[src/rtl/inst_queue_pkg.sv]
// Shared types and constants for the fetch/decode front end.
package inst_queue_pkg;

    localparam int XLEN = 32;
    localparam logic [XLEN-1:0] RESET_PC = 32'h3000_0000;

    // One fetched beat as it travels from fetch to decode.
    typedef struct packed {
        logic [XLEN-1:0] pc;
        logic [XLEN-1:0] inst;
        logic            err;
    } inst_beat_t;

    localparam int BEAT_W = $bits(inst_beat_t);

endpackage

[src/rtl/inst_queue_fifo_ram.sv]
// Entry storage for the instruction queue: one write port, one asynchronous read port.
module fifo_ram
    import inst_queue_pkg::*;
#(
    parameter int DEPTH = 4,
    parameter int PTR_W = 2
) (
    input  logic              clock,
    input  logic              wr_en,
    input  logic [PTR_W-1:0]  wr_addr,
    input  logic [BEAT_W-1:0] wr_data,
    input  logic [PTR_W-1:0]  rd_addr,
    output logic [BEAT_W-1:0] rd_data
);

    logic [BEAT_W-1:0] mem [DEPTH];

    // Write the incoming beat into the slot addressed by the write pointer.
    // NOTE: the array has no reset; occupancy lives in the controller's count, so
    // stale contents are never presented and the array can map onto plain storage.
    always_ff @(posedge clock) begin
        if (wr_en) begin
            mem[wr_addr] <= wr_data;
        end
    end

    assign rd_data = mem[rd_addr];

endmodule

[src/rtl/inst_queue.sv]
// Decoupling buffer between fetch and decode: circular FIFO with a one-cycle flush.
module inst_queue
    import inst_queue_pkg::*;
#(
    parameter int DEPTH = 4,
    parameter int PTR_W = 2
) (
    input  logic            clock,
    input  logic            reset,
    input  logic            in_valid,
    output logic            in_ready,
    input  logic [XLEN-1:0] in_pc,
    input  logic [XLEN-1:0] in_inst,
    input  logic            in_err,
    output logic            out_valid,
    input  logic            out_ready,
    output logic [XLEN-1:0] out_pc,
    output logic [XLEN-1:0] out_inst,
    output logic            out_err,
    input  logic            flush,
    output logic [PTR_W:0]  count
);

    localparam logic [PTR_W:0]   FULL_CNT = (PTR_W+1)'(DEPTH);
    localparam logic [PTR_W:0]   CNT_ONE  = (PTR_W+1)'(1);
    localparam logic [PTR_W-1:0] PTR_ONE  = PTR_W'(1);

    logic [PTR_W-1:0]  wr_ptr;
    logic [PTR_W-1:0]  rd_ptr;
    logic              push;
    logic              pop;
    inst_beat_t        wr_beat;
    inst_beat_t        head;
    logic [BEAT_W-1:0] rd_data;

    // Handshake decode and head presentation; full/empty come from count only.
    // NOTE: every output of this block gets a value on every path, so no latch is inferred.
    always_comb begin
        in_ready  = reset && (count != FULL_CNT);
        out_valid = reset && (count != '0);
        push      = in_valid && in_ready && !flush;
        pop       = out_valid && out_ready && !flush;

        wr_beat.pc   = in_pc;
        wr_beat.inst = in_inst;
        wr_beat.err  = in_err;

        head     = out_valid ? inst_beat_t'(rd_data) : '0;
        out_pc   = head.pc;
        out_inst = head.inst;
        out_err  = head.err;
    end

    // Pointer and occupancy update: reset, then flush, then push/pop.
    // NOTE: state registers use non-blocking assignment so every flop samples
    // pre-edge values regardless of statement order.
    always_ff @(posedge clock) begin
        if (!reset) begin
            wr_ptr <= '0;
            rd_ptr <= '0;
            count  <= '0;
        end else if (flush) begin
            wr_ptr <= '0;
            rd_ptr <= '0;
            count  <= '0;
        end else begin
            if (push) begin
                wr_ptr <= wr_ptr + PTR_ONE;
            end
            if (pop) begin
                rd_ptr <= rd_ptr + PTR_ONE;
            end
            case ({push, pop})
                2'b10:   count <= count + CNT_ONE;
                2'b01:   count <= count - CNT_ONE;
                default: count <= count;
            endcase
        end
    end

    fifo_ram #(
        .DEPTH (DEPTH),
        .PTR_W (PTR_W)
    ) u_fifo_ram (
        .clock   (clock),
        .wr_en   (push),
        .wr_addr (wr_ptr),
        .wr_data (wr_beat),
        .rd_addr (rd_ptr),
        .rd_data (rd_data)
    );

endmodule

[config.mk]
export PLATFORM = sky130hd
export DESIGN_NAME = inst_queue
export DESIGN_NICKNAME = d
export VERILOG_FILES = /design/src/rtl/inst_queue_pkg.sv /design/src/rtl/inst_queue_fifo_ram.sv /design/src/rtl/inst_queue.sv
export SDC_FILE = /design/constraint.sdc
export NUM_CORES = 1
export LEC_CHECK = 0
export ABC_AREA = 1
export BUFFER_PORTS_ARGS = -buffer_cell sky130_fd_sc_hd__buf_2
export CORE_ASPECT_RATIO = 1.1
export CORE_MARGIN = 2
export CORE_UTILIZATION = 49
export CTS_CLUSTER_DIAMETER = 30
export CTS_CLUSTER_SIZE = 24
export DETAILED_ROUTE_END_ITERATION = 10
export GPL_TIMING_DRIVEN = 0
export PLACE_DENSITY_LB_ADDON = 0.05
export SETUP_SLACK_MARGIN = 0.02
export SLEW_MARGIN = 25
export SYNTH_ARGS = -nofsm -noshare
export SYNTH_HDL_FRONTEND = slang
export SYNTH_SLANG_ARGS = --single-unit
[constraint.sdc]
create_clock -name clock -period 4.25 [get_ports clock]
set_clock_uncertainty 0.1 [all_clocks]
set_input_delay 0 -clock clock [delete_from_list [all_inputs] [get_ports clock]]
set_output_delay 0 -clock clock [all_outputs]
set_load 0.005 [all_outputs]
==> results.sh, run 1 <==
export IMPL_synth_async_sr_flop_share_pct=0
export IMPL_synthXorXnorAreaFrac_pct=0
export IMPL_postCtsResizedCells=0
export IMPL_critical_path_buf_inv_count=3
export IMPL_number_of_global_route_vias_before_repair=7002
export IMPL_fp_dieArea_mm2=0.0228
export IMPL_synth_adder_area_share_pct=0.781
export IMPL_synth_enable_flop_cells=260
export IMPL_holdPathStages=2
export IMPL_number_of_instances_in_the_synthesized_netlist=836
export IMPL_post_synth_main_area_contributors="sky130_fd_sc_hd__edfxtp_1, sky130_fd_sc_hd__nor2_1, sky130_fd_sc_hd__o21ai_1"
export IMPL_setup_viol_count_final=0
export IMPL_layout_core_utilization_pct=67.3
export IMPL_cts_htree_levels=2
export IMPL_synth_seq_area_share_pct=75.5
export IMPL_grt_antenna_before_repair=0
export IMPL_worstPathMaxFanout=3
export IMPL_critPathTopFamily="buffers and inverters"
export IMPL_netlist_area_mm2=0.0106
export IMPL_ant_nets=0
export IMPL_setup_worst_path_start_class="flop"
export IMPL_clk_path_buf_depth=3
export IMPL_synth_seq_cells=269
export IMPL_tightest_hold_check_type="primary input to flop"
export IMPL_pre_cts_slack_ps=1960
export IMPL_clock_sinks=269
export IMPL_min_period_ps=2320
export IMPL_number_of_top_level_design_ports=140
export IMPL_routed_wire_length_per_instance_um=17.4
export IMPL_synth_top_family_by_area="simple AND/OR/NAND/NOR gates"
export IMPL_die_h_um=158
export IMPL_most_common_layout_cells="sky130_fd_sc_hd__nor2_1, sky130_fd_sc_hd__edfxtp_1, sky130_fd_sc_hd__buf_2"
export IMPL_firstDrtPassIters=5
export IMPL_ys_warn_count=0
export IMPL_average_cell_area_after_synthesis_um2=12.7
export IMPL_yosysUniqueCellTypes=22
export IMPL_required_ps=4540
export IMPL_nFillCells=1576
export IMPL_worst_ir_drop_vdd_mv=0.389
export IMPL_mostFrequentLayoutCell="sky130_fd_sc_hd__nor2_1"
export IMPL_crit_slowest_cell="sky130_fd_sc_hd__dlygate4sd3_1"
export IMPL_dominantRegCellSynth="sky130_fd_sc_hd__edfxtp_1"
export IMPL_timing_final_ws_setup_ps=1930
export IMPL_maximum_number_of_pins_on_one_net_before_global_route_repair=22
export IMPL_power_leakage_nw=5.41
export IMPL_critical_path_s_largest_stage_delay_ps=580
export IMPL_synth_simple_area_share_pct=10.1
export IMPL_initial_core_util_pct=49.8
export IMPL_chipWidth_um=144
export IMPL_drt_iter0_drc=387
export IMPL_vias=7197
export IMPL_cp_endpoint_kind="flop"
export IMPL_number_of_stages_on_the_worst_setup_path=8
export IMPL_detail_route_vias_per_cell=5.02
export IMPL_max_freq_mhz=432
export IMPL_fp_row_count=56
export IMPL_area_delta_synth_final_pct=35.1
export IMPL_synth_mux_area_fraction_pct=0
export IMPL_final_wtd_congestion=0.701
export IMPL_cts_root_buffer="sky130_fd_sc_hd__clkbuf_16"
export IMPL_timing_final_crit_share_pct=54.5
export IMPL_core_area_mm2=0.0212
export IMPL_timing_hold_ws_ps=134
export IMPL_slew_headroom_pct=51.2
export IMPL_numCtsBuffers=47
export IMPL_grt_usage_pct=21.7
export IMPL_antenna_cells=0
export IMPL_totalWireLength_um=25000
export IMPL_cts_tree="done"
export IMPL_tightestPinTransition_ps=730
export IMPL_outcome="finished, final reports clean"
export IMPL_cts_reportedPaths_clkPinSlew_ps=50
export IMPL_setup_tns_ps=0
export IMPL_slew_violations=0
export IMPL_max_cap_violations=0
export IMPL_synth_compound_area_share_pct=9.91
export IMPL_arrival_time_worst_endpoint_ps=2610
export IMPL_path_cells="nor2_1 -> nand2_1 -> nand2_1 -> inv_1 -> nand3_1 -> dlygate4sd3_1 -> a21oi_1 -> dlygate4sd3_1"
export IMPL_synth_top_area_share_pct=73.8
export IMPL_yosys_area_top_type="sky130_fd_sc_hd__edfxtp_1"
export IMPL_cells_on_worst_reg2reg_path=8
export IMPL_power_total_mw=6.83
export IMPL_placedInstanceArea_mm2=0.0120
export IMPL_wire_length_of_the_first_global_routing_pass_um=36700
export IMPL_layout_nets=1186
export IMPL_io_buffers=139
export IMPL_final_hold_viol_count=0
export IMPL_final_layout_size_suffix_gt1_share_pct=23.8
export IMPL_numPlacedInstances=1278
export IMPL_power_per_cell_area_mw_per_mm2=478
export IMPL_fin_cells=1435
export IMPL_synthesis_nets=912
export IMPL_drc_errors=0
export IMPL_postLayoutCellArea_mm2=0.0143
export IMPL_detailedPlacementHpwl_um=15200
export IMPL_rsz0062_at_grt="no"
export IMPL_path_class="flop to flop"
export IMPL_grt_overflow_total=0
export IMPL_clk_insertion_delay_late_ps=510
export IMPL_ff_latch_area_mm2=0.00799
export IMPL_multiInputGateArea_mm2=0.00223
## layer usage
| metal | up-vias | routed length (um) | global-route usage [%] |
|---|---|---|---|
| met2 | 222 | 12600 | 37.9 |
| met4 | 0 | 308 | 5.46 |
| met1 | 3423 | 10500 | 28.1 |
| li1 | 3524 | - | - |
| met5 | - | 0 | 0 |
| met3 | 28 | 1510 | 4.14 |
## flip-flops by register name (all words and copies together) (netlist names), named ones only
register	cells
rd_ptr	2
wr_ptr	2
count	3
u_fifo_ram.mem	260
## synth_stat cells (5+ instances only)
master	number
sky130_fd_sc_hd__clkbuf_1	5
sky130_fd_sc_hd__nor2_1	268
sky130_fd_sc_hd__o21ai_1	78
sky130_fd_sc_hd__clkbuf_2	10
sky130_fd_sc_hd__ha_1	5
sky130_fd_sc_hd__a21oi_1	73
sky130_fd_sc_hd__buf_2	15
sky130_fd_sc_hd__o21ai_0	57
sky130_fd_sc_hd__buf_4	13
sky130_fd_sc_hd__dfxtp_1	9
sky130_fd_sc_hd__nand2_1	8
sky130_fd_sc_hd__inv_1	18
sky130_fd_sc_hd__edfxtp_1	260
sky130_fd_sc_hd__buf_6	6
## cell type report
class / instances / area share [%]
inverter: 20 / 0.525
tap: 290 / 2.54
timing repair buffer: 225 / 12.2
clock inverter: 29 / 2.31
sequential: 269 / 55.9
buffer: 50 / 2.19
multi-input combinational: 497 / 15.6
clock buffer: 55 / 8.74
## cells by family after synthesis
| kind of cell | count (synthesis) |
|---|---|
| AOI/OAI and AO/OA | 209 |
| adders and majority gates | 6 |
| buffers and inverters | 70 |
| DFF | 269 |
| and+or+nand+nor | 282 |
## worst paths after layout
| kind | start | to | slack (ps) |
|---|---|---|---|
| worst max-delay path | count[0]$_SDFFE_PP0P_ | rd_ptr[0]$_SDFFE_PP0P_ | 1930 |
| worst min-delay path | in_pc[19] | u_fifo_ram.mem[2][52]$_DFFE_PP_ | 130 |
| worst max register to register | count[0]$_SDFFE_PP0P_ | rd_ptr[0]$_SDFFE_PP0P_ | 1930 |
| worst min register to register | count[2]$_SDFFE_PP0P_ | count[2]$_SDFFE_PP0P_ | 420 |
## where the power goes
group | total [mW] | switching (mW) | internal [mW]
registers | 2.95 | 0.00553 | 2.94
logic | 0.209 | 0.106 | 0.103
clock network | 3.68 | 1.17 | 2.50
## what timing repair did
item / 4_1_cts / 5_1_grt
hold endpoints to repair: 269 / 0
hold buffers: 73 / 0
setup buffers: 0 / 0
Note: power is estimated with default switching activity, not from simulation.
==> run 2: changes to the inputs <==
==> constraint.sdc (replaced) <==
create_clock -name clock -period 2.2 [get_ports clock]
set_clock_uncertainty 0.1 [all_clocks]
set_input_delay 0 -clock clock [delete_from_list [all_inputs] [get_ports clock]]
set_output_delay 0 -clock clock [all_outputs]
set_load 0.005 [all_outputs]
==> results.sh, run 2 (synthesis gave the netlist of run 1 again) <==
export IMPL_outcome="finished, final reports clean"
export IMPL_cts_reportedPaths_clkPinSlew_ps=50
export IMPL_arrival_time_worst_endpoint_ps=2010
export IMPL_pre_cts_slack_ps=45.5
export IMPL_timing_hold_ws_ps=127
export IMPL_r2r_slack_ps=210
export IMPL_power_total_mw=13.2
export IMPL_drc_errors=0
export IMPL_ant_nets=0
export IMPL_antenna_cells=0
export IMPL_max_freq_mhz=474
export IMPL_slew_violations=0
export IMPL_cp_endpoint_kind="output port"
export IMPL_cts_tree="done"
export IMPL_max_cap_violations=0
export IMPL_vias=7223
export IMPL_firstDrtPassIters=5
export IMPL_numPlacedInstances=1277
export IMPL_timing_final_crit_share_pct=95.8
export IMPL_required_ps=2100
export IMPL_routed_wire_length_per_instance_um=17.6
export IMPL_power_per_cell_area_mw_per_mm2=920
export IMPL_totalWireLength_um=25400
export IMPL_slew_headroom_pct=63.0
export IMPL_core_area_mm2=0.0212
export IMPL_clock_sinks=269
export IMPL_tightest_hold_check_type="primary input to flop"
export IMPL_initial_core_util_pct=49.8
export IMPL_mostFrequentLayoutCell="sky130_fd_sc_hd__nor2_1"
export IMPL_final_wtd_congestion=0.716
export IMPL_detail_route_vias_per_cell=5.02
export IMPL_final_hold_viol_count=0
export IMPL_final_layout_size_suffix_gt1_share_pct=24.7
export IMPL_numCtsBuffers=46
export IMPL_cts_htree_levels=2
export IMPL_grt_antenna_before_repair=0
export IMPL_maximum_number_of_pins_on_one_net_before_global_route_repair=22
export IMPL_detailedPlacementHpwl_um=14800
export IMPL_io_buffers=139
export IMPL_grt_overflow_total=0
export IMPL_area_delta_synth_final_pct=35.4
export IMPL_rsz0062_at_grt="no"
export IMPL_most_common_layout_cells="sky130_fd_sc_hd__nor2_1, sky130_fd_sc_hd__edfxtp_1, sky130_fd_sc_hd__buf_2"
export IMPL_die_h_um=158
export IMPL_largest_reg_flops=260
export IMPL_setup_worst_path_start_class="flop"
export IMPL_clk_insertion_delay_late_ps=520
export IMPL_fp_dieArea_mm2=0.0228
export IMPL_reg_top3="u_fifo_ram.mem x260, count x3"
export IMPL_min_period_ps=2110
export IMPL_power_leakage_nw=5.42
export IMPL_setup_tns_ps=0
export IMPL_chipWidth_um=144
export IMPL_drt_iter0_drc=488
export IMPL_worst_ir_drop_vdd_mv=0.630
export IMPL_path_class="flop to output port"
export IMPL_cts_root_buffer="sky130_fd_sc_hd__clkbuf_16"
export IMPL_layout_core_utilization_pct=67.5
export IMPL_clk_path_buf_depth=3
export IMPL_postLayoutCellArea_mm2=0.0143
export IMPL_placedInstanceArea_mm2=0.0120
export IMPL_layout_nets=1186
export IMPL_tightestPinTransition_ps=555
export IMPL_number_of_top_level_design_ports=140
export IMPL_number_of_global_route_vias_before_repair=7143
export IMPL_max_flop_register="u_fifo_ram.mem"
export IMPL_worstPathMaxFanout=10
export IMPL_setup_viol_count_final=0
export IMPL_fin_cells=1438
export IMPL_wire_length_of_the_first_global_routing_pass_um=38000
export IMPL_timing_final_ws_setup_ps=92.2
export IMPL_fp_row_count=56
export IMPL_nFillCells=1547
export IMPL_grt_usage_pct=22.4
[run 2: routing by layer]
layer | GRT usage (%) | up-vias | share of wire [%]
li1 | - | 3530 | -
met1 | 29.6 | 3457 | 43
met2 | 37.9 | 199 | 50
met3 | 4.57 | 37 | 5.6
met4 | 6.26 | 0 | 1.6
met5 | 0 | - | 0
[run 2: final timing paths]
path	from	endpoint	cells after the start
min reg2reg	count[2]$_SDFFE_PP0P_	count[2]$_SDFFE_PP0P_	2
max reg2reg	count[2]$_SDFFE_PP0P_	count[2]$_SDFFE_PP0P_	11
max	flop	out_pc[24]	7
min	in_inst[11]	u_fifo_ram.mem[3][12]$_DFFE_PP_	2
[run 2: worst max-delay path: stages, from the launching register on]
cell	delay, ps
sky130_fd_sc_hd__dfxtp_1	290
sky130_fd_sc_hd__buf_4	150
sky130_fd_sc_hd__inv_2	80
sky130_fd_sc_hd__buf_6	160
sky130_fd_sc_hd__clkbuf_2	290
sky130_fd_sc_hd__o21ai_1	120
sky130_fd_sc_hd__a21oi_1	230
sky130_fd_sc_hd__buf_2	160
[run 2: power by group]
group	internal [mW]	switching [mW]
Combinational	0.195	0.206
Sequential	5.68	0.0109
Clock	4.83	2.26
Total	10.7	2.48
[run 2: area by class of cell]
type	instances	area, um^2	share of cell area (%)
Inverter	20	75.1	0.524
Sequential cell	269	7990	55.8
Tap cell	290	363	2.53
Clock inverter	30	319	2.23
Timing Repair Buffer	226	1760	12.3
Multi-Input combinational cell	497	2250	15.7
Buffer	50	318	2.22
Clock buffer	56	1250	8.74
[run 2: repair_timing]
item                                   CTS  global route
pin swaps                                0             3
endpoints found under the hold margin  309             0
setup endpoints to repair                1            68
buffers inserted                         0             4
hold buffers                            71             0
gates resized for setup                  1            12
